===== src/rtl/adder_tree_accum_if.sv =====
// adder_tree_accum_if: groups the sample input, flush and result handshake of
// the frame accumulator.
//   slave  : the accumulator's view (takes in_valid/in_sum/flush/out_ready,
//            drives in_ready/out_valid/out_sum/out_count/out_ovf)
//   master : the surrounding logic's view (the opposite directions)
interface adder_tree_accum_if #(
    parameter int IN_WIDTH  = 10,
    parameter int ACC_WIDTH = 16,
    parameter int CNT_WIDTH = 5
);
    logic                 in_valid;
    logic                 in_ready;
    logic [IN_WIDTH-1:0]  in_sum;
    logic                 flush;
    logic                 out_valid;
    logic                 out_ready;
    logic [ACC_WIDTH-1:0] out_sum;
    logic [CNT_WIDTH-1:0] out_count;
    logic                 out_ovf;

    modport master (
        output in_valid, in_sum, flush, out_ready,
        input  in_ready, out_valid, out_sum, out_count, out_ovf
    );

    modport slave (
        input  in_valid, in_sum, flush, out_ready,
        output in_ready, out_valid, out_sum, out_count, out_ovf
    );
endinterface


===== src/rtl/adder_tree_accum.sv =====
// adder_tree_accum: sums FRAME_LEN consecutive adder-tree results (or fewer,
// when a frame is flushed early) into a wide accumulator and presents each
// finished frame through a single-entry valid/ready output register.
//
// Ports:
//   clk  - clock, all state on the rising edge
//   rst  - asynchronous, active-high reset; discards any partial frame
//   bus  - adder_tree_accum_if.slave:
//          in_valid/in_ready/in_sum : tree sum feed
//          flush                    : close the current frame early
//          out_valid/out_ready      : result handshake
//          out_sum/out_count/out_ovf: frame total, sample count, overflow
//
// Build option: define ACCUM_SATURATE_EN to clamp the accumulator at
// 2^ACC_WIDTH-1 on overflow and report a sticky overflow flag on out_ovf.
// Without it the accumulator wraps and out_ovf is tied low.
//
// state | meaning
// ------+----------------------------------------------------------
// IDLE  | no samples in the current frame (acc = 0, cnt = 0)
// ACCUM | 1 <= cnt < FRAME_LEN samples accumulated
// HOLD  | frame finished but output register busy; feed stalled
module adder_tree_accum #(
    parameter int ADDER_WIDTH = 7,
    parameter int IN_WIDTH    = ADDER_WIDTH + 3,
    parameter int FRAME_LEN   = 16,
    parameter int ACC_WIDTH   = 16,
    parameter int CNT_WIDTH   = $clog2(FRAME_LEN) + 1
) (
    input logic               clk,
    input logic               rst,
    adder_tree_accum_if.slave bus
);

    typedef enum logic [1:0] {IDLE, ACCUM, HOLD} state_t;

    localparam logic [CNT_WIDTH-1:0] FRAME_CNT = CNT_WIDTH'(FRAME_LEN);

    state_t               state;
    logic [ACC_WIDTH-1:0] acc;
    logic [CNT_WIDTH-1:0] cnt;
    logic                 out_valid_q;
    logic [ACC_WIDTH-1:0] out_sum_q;
    logic [CNT_WIDTH-1:0] out_count_q;

    logic                 accept;
    logic                 out_free;
    logic                 close;
    logic [ACC_WIDTH-1:0] acc_add;
    logic [CNT_WIDTH-1:0] cnt_inc;
    logic [ACC_WIDTH-1:0] frame_acc;
    logic [CNT_WIDTH-1:0] frame_cnt;

`ifdef ACCUM_SATURATE_EN
    localparam logic [ACC_WIDTH-1:0] ACC_MAX = '1;

    logic                 ovf;
    logic                 out_ovf_q;
    logic                 frame_ovf;
    logic [ACC_WIDTH:0]   sum_ext;

    assign sum_ext   = {1'b0, acc} + {1'b0, ACC_WIDTH'(bus.in_sum)};
    // Once clamped, the frame stays at full scale until it closes.
    assign acc_add   = (ovf || sum_ext[ACC_WIDTH]) ? ACC_MAX : sum_ext[ACC_WIDTH-1:0];
    assign frame_ovf = ovf || (accept && sum_ext[ACC_WIDTH]);
    assign bus.out_ovf = out_ovf_q;
`else
    assign acc_add     = acc + ACC_WIDTH'(bus.in_sum);
    assign bus.out_ovf = 1'b0;
`endif

    // in_ready depends on state only so upstream never sees a loop through in_valid.
    assign bus.in_ready  = (state != HOLD);
    assign bus.out_valid = out_valid_q;
    assign bus.out_sum   = out_sum_q;
    assign bus.out_count = out_count_q;

    assign accept   = bus.in_valid && (state != HOLD);
    assign out_free = !out_valid_q || bus.out_ready;
    assign cnt_inc  = cnt + CNT_WIDTH'(1);

    // A lone flush only closes a non-empty frame; zero-count results never exist.
    assign close     = accept ? ((cnt_inc == FRAME_CNT) || bus.flush)
                              : (bus.flush && (state == ACCUM));
    assign frame_acc = accept ? acc_add : acc;
    assign frame_cnt = accept ? cnt_inc : cnt;

    always_ff @(posedge clk or posedge rst) begin
        if (rst) begin
            state       <= IDLE;
            acc         <= '0;
            cnt         <= '0;
            out_valid_q <= 1'b0;
            out_sum_q   <= '0;
            out_count_q <= '0;
`ifdef ACCUM_SATURATE_EN
            ovf         <= 1'b0;
            out_ovf_q   <= 1'b0;
`endif
        end else begin
            case (state)
                HOLD: begin
                    // Output register is occupied on entry to HOLD, so a
                    // handshake here frees it and the held frame moves in.
                    if (out_valid_q && bus.out_ready) begin
                        out_sum_q   <= acc;
                        out_count_q <= cnt;
`ifdef ACCUM_SATURATE_EN
                        out_ovf_q   <= ovf;
                        ovf         <= 1'b0;
`endif
                        acc         <= '0;
                        cnt         <= '0;
                        state       <= IDLE;
                    end
                end
                default: begin
                    if (close) begin
                        if (out_free) begin
                            out_valid_q <= 1'b1;
                            out_sum_q   <= frame_acc;
                            out_count_q <= frame_cnt;
`ifdef ACCUM_SATURATE_EN
                            out_ovf_q   <= frame_ovf;
                            ovf         <= 1'b0;
`endif
                            acc         <= '0;
                            cnt         <= '0;
                            state       <= IDLE;
                        end else begin
                            acc   <= frame_acc;
                            cnt   <= frame_cnt;
`ifdef ACCUM_SATURATE_EN
                            ovf   <= frame_ovf;
`endif
                            state <= HOLD;
                        end
                    end else begin
                        if (bus.out_ready) begin
                            out_valid_q <= 1'b0;
                        end
                        if (accept) begin
                            acc   <= acc_add;
                            cnt   <= cnt_inc;
`ifdef ACCUM_SATURATE_EN
                            ovf   <= frame_ovf;
`endif
                            state <= ACCUM;
                        end
                    end
                end
            endcase
        end
    end

endmodule


===== src/flat_wrapper.sv =====
// flat-port wrapper written by rule: the top's interface ports become plain ports
module adder_tree_accum_flat 
#(
    parameter int ADDER_WIDTH = 7,
    parameter int IN_WIDTH    = ADDER_WIDTH + 3,
    parameter int FRAME_LEN   = 16,
    parameter int ACC_WIDTH   = 16,
    parameter int CNT_WIDTH   = $clog2(FRAME_LEN) + 1
)
  (clk, rst, bus_in_valid, bus_in_sum, bus_flush, bus_out_ready, bus_in_ready, bus_out_valid, bus_out_sum, bus_out_count, bus_out_ovf);
  adder_tree_accum_if #(.IN_WIDTH(IN_WIDTH), .ACC_WIDTH(ACC_WIDTH), .CNT_WIDTH(CNT_WIDTH)) bus_i ();
  input logic clk;
  input logic rst;
  input wire logic [$bits(bus_i.in_valid)-1:0] bus_in_valid;
  input wire logic [$bits(bus_i.in_sum)-1:0] bus_in_sum;
  input wire logic [$bits(bus_i.flush)-1:0] bus_flush;
  input wire logic [$bits(bus_i.out_ready)-1:0] bus_out_ready;
  output wire logic [$bits(bus_i.in_ready)-1:0] bus_in_ready;
  output wire logic [$bits(bus_i.out_valid)-1:0] bus_out_valid;
  output wire logic [$bits(bus_i.out_sum)-1:0] bus_out_sum;
  output wire logic [$bits(bus_i.out_count)-1:0] bus_out_count;
  output wire logic [$bits(bus_i.out_ovf)-1:0] bus_out_ovf;
  assign bus_i.in_valid = bus_in_valid;
  assign bus_i.in_sum = bus_in_sum;
  assign bus_i.flush = bus_flush;
  assign bus_i.out_ready = bus_out_ready;
  assign bus_in_ready = bus_i.in_ready;
  assign bus_out_valid = bus_i.out_valid;
  assign bus_out_sum = bus_i.out_sum;
  assign bus_out_count = bus_i.out_count;
  assign bus_out_ovf = bus_i.out_ovf;
  adder_tree_accum #(.ADDER_WIDTH(ADDER_WIDTH), .IN_WIDTH(IN_WIDTH), .FRAME_LEN(FRAME_LEN), .ACC_WIDTH(ACC_WIDTH), .CNT_WIDTH(CNT_WIDTH)) u_core (.clk(clk), .rst(rst), .bus(bus_i));
endmodule

===== config.mk =====
export PLATFORM = sky130hd
export DESIGN_NAME = adder_tree_accum_flat
export DESIGN_NICKNAME = d
export VERILOG_FILES = /design/src/rtl/adder_tree_accum_if.sv /design/src/rtl/adder_tree_accum.sv /design/src/flat_wrapper.sv
export SDC_FILE = /design/constraint.sdc
export NUM_CORES = 1
export LEC_CHECK = 0
export ABC_AREA = 0
export BUFFER_PORTS_ARGS = -buffer_cell sky130_fd_sc_hd__buf_2
export CAP_MARGIN = 10
export CORE_MARGIN = 4
export CORE_UTILIZATION = 25
export CTS_BUF_LIST = sky130_fd_sc_hd__clkbuf_8 sky130_fd_sc_hd__clkbuf_16
export DETAILED_ROUTE_END_ITERATION = 10
export GPL_TIMING_DRIVEN = 0
export SETUP_SLACK_MARGIN = 0.02
export SYNTH_ARGS = -nofsm -noshare
export SYNTH_HDL_FRONTEND = slang
export SYNTH_SLANG_ARGS = --single-unit

===== constraint.sdc =====
create_clock -name clk -period 6.15 [get_ports clk]
set_clock_uncertainty 0.15 [all_clocks]
set_input_delay 0.615 -clock clk [delete_from_list [all_inputs] [get_ports clk]]
set_output_delay 0.615 -clock clk [all_outputs]
set_load 0.02 [all_outputs]

---- Word level (Yosys, flattened, before mapping) ----
Cells that the tools add are included.
storage, ports and cells
  register bits after elaboration ......... 45
  output and inout port bits .............. 24
  word-level logic and storage cells ...... 55
operators by class
  $add $sub $neg .......................... 2
  equality and inequality tests ........... 6
  muxes and demuxes ....................... 27
  bitwise logic cells ..................... 1
  reduce and logical (&&, ||, !) cells .... 13
operators by type and width
  cell                                                                      count
  16-bit 2-to-1 mux                                                         9
  5-bit 2-to-1 mux                                                          9
  16-bit by 10-bit adder with 16-bit output                                 1
  2-bit 2-to-1 mux                                                          5
  3-bit AND reduction                                                       2
  2-bit nonzero test                                                        3
  5-bit by 1-bit adder with 5-bit output (second input constant)            1
  5-bit equality test (second input constant)                               1
  1-bit 2-to-1 mux                                                          4
  2-bit by 1-bit inequality test with 1-bit output (second input constant)  2
  1-bit logical AND                                                         3
  3-bit nonzero test                                                        1
  2-bit by 1-bit equality test with 1-bit output (second input constant)    1
  2-bit equality test (second input constant)                               1
  1-bit logical OR                                                          2
  2-bit inequality test (second input constant)                             1
  2-bit AND reduction                                                       1
  1-bit zero test                                                           1
  1-bit NOT                                                                 1

---- Depth between registers and ports, before layout ----
  depth after elaboration ................. 6
  gate-level depth with buffers ........... 9
  depth with buffers taken out ............ 8

---- Worst setup path after synthesis ----
OpenSTA, ideal clock, no wires.
  path kind ............................... input-to-reg
  start ................................... input port bus_in_sum[0]
  end ..................................... register u_core.acc[12]
  setup time .............................. 0.082 ns
  arrival ................................. 2.529 ns
  data required time ...................... 5.918 ns
  setup slack ............................. 3.390 ns
  stages on the path ...................... 8
  cell sequence ........................... ha_1 fa_1 a211o_1 a21oi_1 a22oi_2 a311oi_4 o21ai_0 a31oi_1
on the way
  longest elaborated chain between the ends .. 5
ends and longest elaborated chain
  item                                           RTL line                 RTL
  from (decl)                                    flat_wrapper.sv:15       input wire logic [$bits(bus_i.in_sum)-1:0] bus_in_sum;
  16-bit by 10-bit adder with 16-bit output (*)  adder_tree_accum.sv:68   assign acc_add = acc + ACC_WIDTH'(bus.in_sum);
  16-bit 2-to-1 mux (*)                          adder_tree_accum.sv:85   assign frame_acc = accept ? acc_add : acc;
  16-bit 2-to-1 mux                              adder_tree_accum.sv:119  if (out_free) begin
  16-bit 2-to-1 mux (*)                          adder_tree_accum.sv:118  if (close) begin
  16-bit 2-to-1 mux (*)                          adder_tree_accum.sv:101  case (state)
  to (signal assigned)                           adder_tree_accum.sv:131  acc <= frame_acc;
  to (decl)                                      adder_tree_accum.sv:40   logic [ACC_WIDTH-1:0] acc;
Mark *: on every way between the ends. The rest lies on a longest branch, timed or not.
A chain may end at the register's enable or synchronous reset.

---- Final worst setup path ----
Ends and elaborated chain as after synthesis.

==> run_results.csv <==
group,metric,value,unit
drt,vias_per_cell,4.90,
drt,first_pass_iters,4,
floorplanning,row_count,37,
cells_and_area,drive_gt1_share,19.5,%
critical_path,cp-end-kind,"flip-flop",
clock_network,cts_hold_buf,0,
timing,setup-tns-final,0,ps
timing,fin_crit,2920,ps
floorplanning,io_pins,39,
pwr,p_clk_share,12.8,%
cells_and_area,fillers,1091,
cells_and_area,mostFrequentLayoutCells,"46 x nand2_1, 45 x dfrtp_1, 41 x buf_2, 24 x o21ai_0, 16 x nor2_1",
critical_path,crit_path_start_kind,"input pin",
cells_and_area,syn_to_final_growth,17.0,%
clock_network,cts_made_buffers,5,
placement,portBuffers,37,
drt,first_iter_violations,129,
timing,clock.fmax,342,MHz
global_routing,grtUsageTotal,11.5,%
logic_synthesis,ys_types,53,
timing,setup_viol,0,
logic_synthesis,avgSynthCellArea,9.53,sq um
timing,slew_headroom,49.6,%
run,drv_cap,0,
clock_network,clkSinkCount,45,
cells_and_area,finalNonFillerCells,464,
timing,slew_violations,0,
cells_and_area,nets,354,
clock_network,cts_tree,"built",
drt,ant_nets,0,
floorplanning,initial_core_util,25.8,%
logic_synthesis,ys_seq_area_share,41.9,%
critical_path,cp.arrival,2990,ps
critical_path,required,6220,ps
timing,hold_violations,0,
clock_network,htreeDepth,2,
clock_network,clkLatencyLatePin,300,ps
clock_network,cts.path.max_buffers,2,
logic_synthesis,yosys_most_used_dff,"dfrtp_1",
critical_path,cp_slowest_stage_delay,530,ps
hold_path,holdCritPathClass,"input pin to async pin",
global_routing,grt_pass1_wl,11700,um
status,status,"finished clean",
drt,route.detailed.drc,0,
pwr,p_seq_share,35.7,%
clock_network,post_cts_resized,0,
clock_network,clk_pin_slew,80,ps
timing,hold_ws,143,ps
cells_and_area,fin_area,0.00314,sq mm
logic_synthesis,synth-edff-count,0,
floorplanning,placeableCoreArea,0.0104,sq mm
global_routing,grt_max_degree,30,
floorplanning,die_w,112,um
drt,vias,2272,
floorplanning,dieArea,0.0125,sq mm
placement,dpl.hpwl,5150,um
pwr,switching_power,0.638,mW
logic_synthesis,synth_area,0.00269,sq mm
global_routing,antenna_found_initial,0,
critical_path,critPathKind,"input pin to flip-flop",
placement,dp.cells,456,
placement,postPlaceCellArea,0.00306,sq mm
critical_path,reg2reg_slack,3230,ps
drt,wl,6970,um
critical_path,crit_chain,"buf_2 -> ha_1 -> fa_1 -> a211o_1 -> a21oi_1 -> a22oi_2 -> a311oi_4 -> o21ai_0 -> a31oi_1",
timing,finalCritPeriodShare,47.5,%
pwr,leakage,1.44,nW
logic_synthesis,synthCells,282,
critical_path,crit_slowest_cell,"a311oi_4",
clock_network,cts_root_buf,"clkbuf_8",
pwr,ir_drop,0.124,mV
clock_network,post_cts_buffers,0,
pwr,pwr-share-comb,51.5,%
critical_path,crit_fanout,10,
pwr,switching_share,46.1,%
pwr,powerDensity,440,mW/mm^2
logic_synthesis,synth-seq-cells,45,
global_routing,grt_overflow,0,
cells_and_area,ff_latch_area,0.00113,sq mm
logic_synthesis,syn-num-nets,309,
cells_and_area,final_common_cell,"nand2_1",
placement,dp_slack,2920,ps
floorplanning,die_h,112,um
timing,setup_slack,3230,ps
drt,wl_per_cell,15.0,um
cells_and_area,multi_input_area,0.00147,sq mm
timing,worstMarginPinSlew,750,ps
global_routing,grt_pass1_vias,2254,
timing,rsz0062_at_grt,"false",
logic_synthesis,synth_warnings,0,
logic_synthesis,ys_async_sr_fraction,100,%
pwr,internal-power,0.746,mW
placement,gp_congestion,0.809,
cells_and_area,num_antenna_cells,0,
==> area by class of cell <==
cell class | count | area share, %
well taps | 136 | 5.42
clock buffers | 5 | 2.19
multi-input cells | 218 | 46.8
flip-flops and latches | 45 | 35.8
clock inverters | 3 | 0.358
plain buffers | 9 | 1.47
inverters | 10 | 1.35
repair buffers | 38 | 6.53
==> worst paths after layout <==
check / startpoint / to / depth (start not counted)
max in group asynchronous: rst / u_core.bus.out_sum[15]$_DFFE_PP0P_ / 3
worst max register to register: u_core.acc[0]$_DFFE_PP0P_ / u_core.acc[12]$_DFFE_PP0P_ / 8
worst min register to register: u_core.bus.out_count[2]$_DFFE_PP0P_ / u_core.bus.out_count[2]$_DFFE_PP0P_ / 2
min in group clk: u_core.bus.out_count[2]$_DFFE_PP0P_ / u_core.bus.out_count[2]$_DFFE_PP0P_ / 2
worst min-delay path: rst / u_core.bus.out_count[1]$_DFFE_PP0P_ / 2
worst max-delay path: bus_in_sum[0] / u_core.acc[12]$_DFFE_PP0P_ / 9
==> registers in the layout (all words and copies together), names as in the netlist <==
name,flops
u_core.bus.out_sum,16
u_core.state,2
u_core.bus.out_valid,1
u_core.cnt,5
u_core.acc,16
u_core.bus.out_count,5
==> metrics by stage <==
stage	total power [mW]	util, %
final	1.38	30.2
after global routing	1.49	30.2
after CTS	1.40	30.2
after detailed placement	1.22	29.4
after global placement	1.19	29.2
after floorplan	1.00	-
==> power groups by stage <==
| stage | sequential (mW) | clock (mW) | combinational, mW |
|---|---|---|---|
| 2_1_floorplan | 0.547 | 0 | 0.457 |
| 3_3_place_gp | 0.492 | 0 | 0.703 |
| 3_5_place_dp | 0.499 | 0 | 0.717 |
| 4_1_cts | 0.493 | 0.184 | 0.719 |
| 5_1_grt | 0.511 | 0.192 | 0.790 |
| 6_report | 0.494 | 0.178 | 0.712 |
==> cell families (layout without fill, tap and decap cells) <==
| logic type | count (synthesis) | count (layout) | synth area share, % |
|---|---|---|---|
| AOI/OAI and AO/OA | 100 | 100 | 28.0 |
| and+or+nand+nor | 92 | 92 | 16.3 |
| DFF | 45 | 45 | 41.9 |
| buffers and inverters | 19 | 65 | 3.31 |
| adders and majority gates | 12 | 12 | 5.87 |
| xor gates and xnor gates | 10 | 10 | 3.26 |
| muxes | 3 | 3 | 1.12 |
| other | 1 | 1 | 0.140 |
==> critical path, delay by kind of cell <==
family | cells | cell delay, ps
AOI/OAI and AO/OA | 6 | 1630
adders and majority gates | 2 | 650
buffers and inverters | 1 | 100
==> cells in the mapped netlist (3+ instances only) <==
library cell	n	area share, %
a31oi_1	13	3.0
xnor2_1	5	1.6
or4_1	4	1.1
a21oi_1	14	2.6
nor3_1	3	0.56
o211ai_1	5	1.4
nand3_1	6	1.1
dfrtp_1	45	42
o21ai_0	24	4.5
o31ai_1	6	1.7
nand4_1	3	0.70
buf_2	4	0.75
or3_1	4	0.93
mux2i_1	3	1.1
nand2_1	46	6.4
nor2_1	16	2.2
clkbuf_1	3	0.42
inv_1	9	1.3
a21o_1	9	2.5
ha_1	11	5.1
xor2_1	5	1.6
a22o_1	8	2.6
==> metal layers <==
layer / track usage [%] / vias up / routed length (um)
met5: 0 / - / 0
met4: 4.46 / 0 / 114
met3: 2.61 / 6 / 238
met2: 18.4 / 46 / 3320
met1: 15.2 / 1096 / 3300
li1: - / 1124 / -
Power figures use the tool's default switching activity.
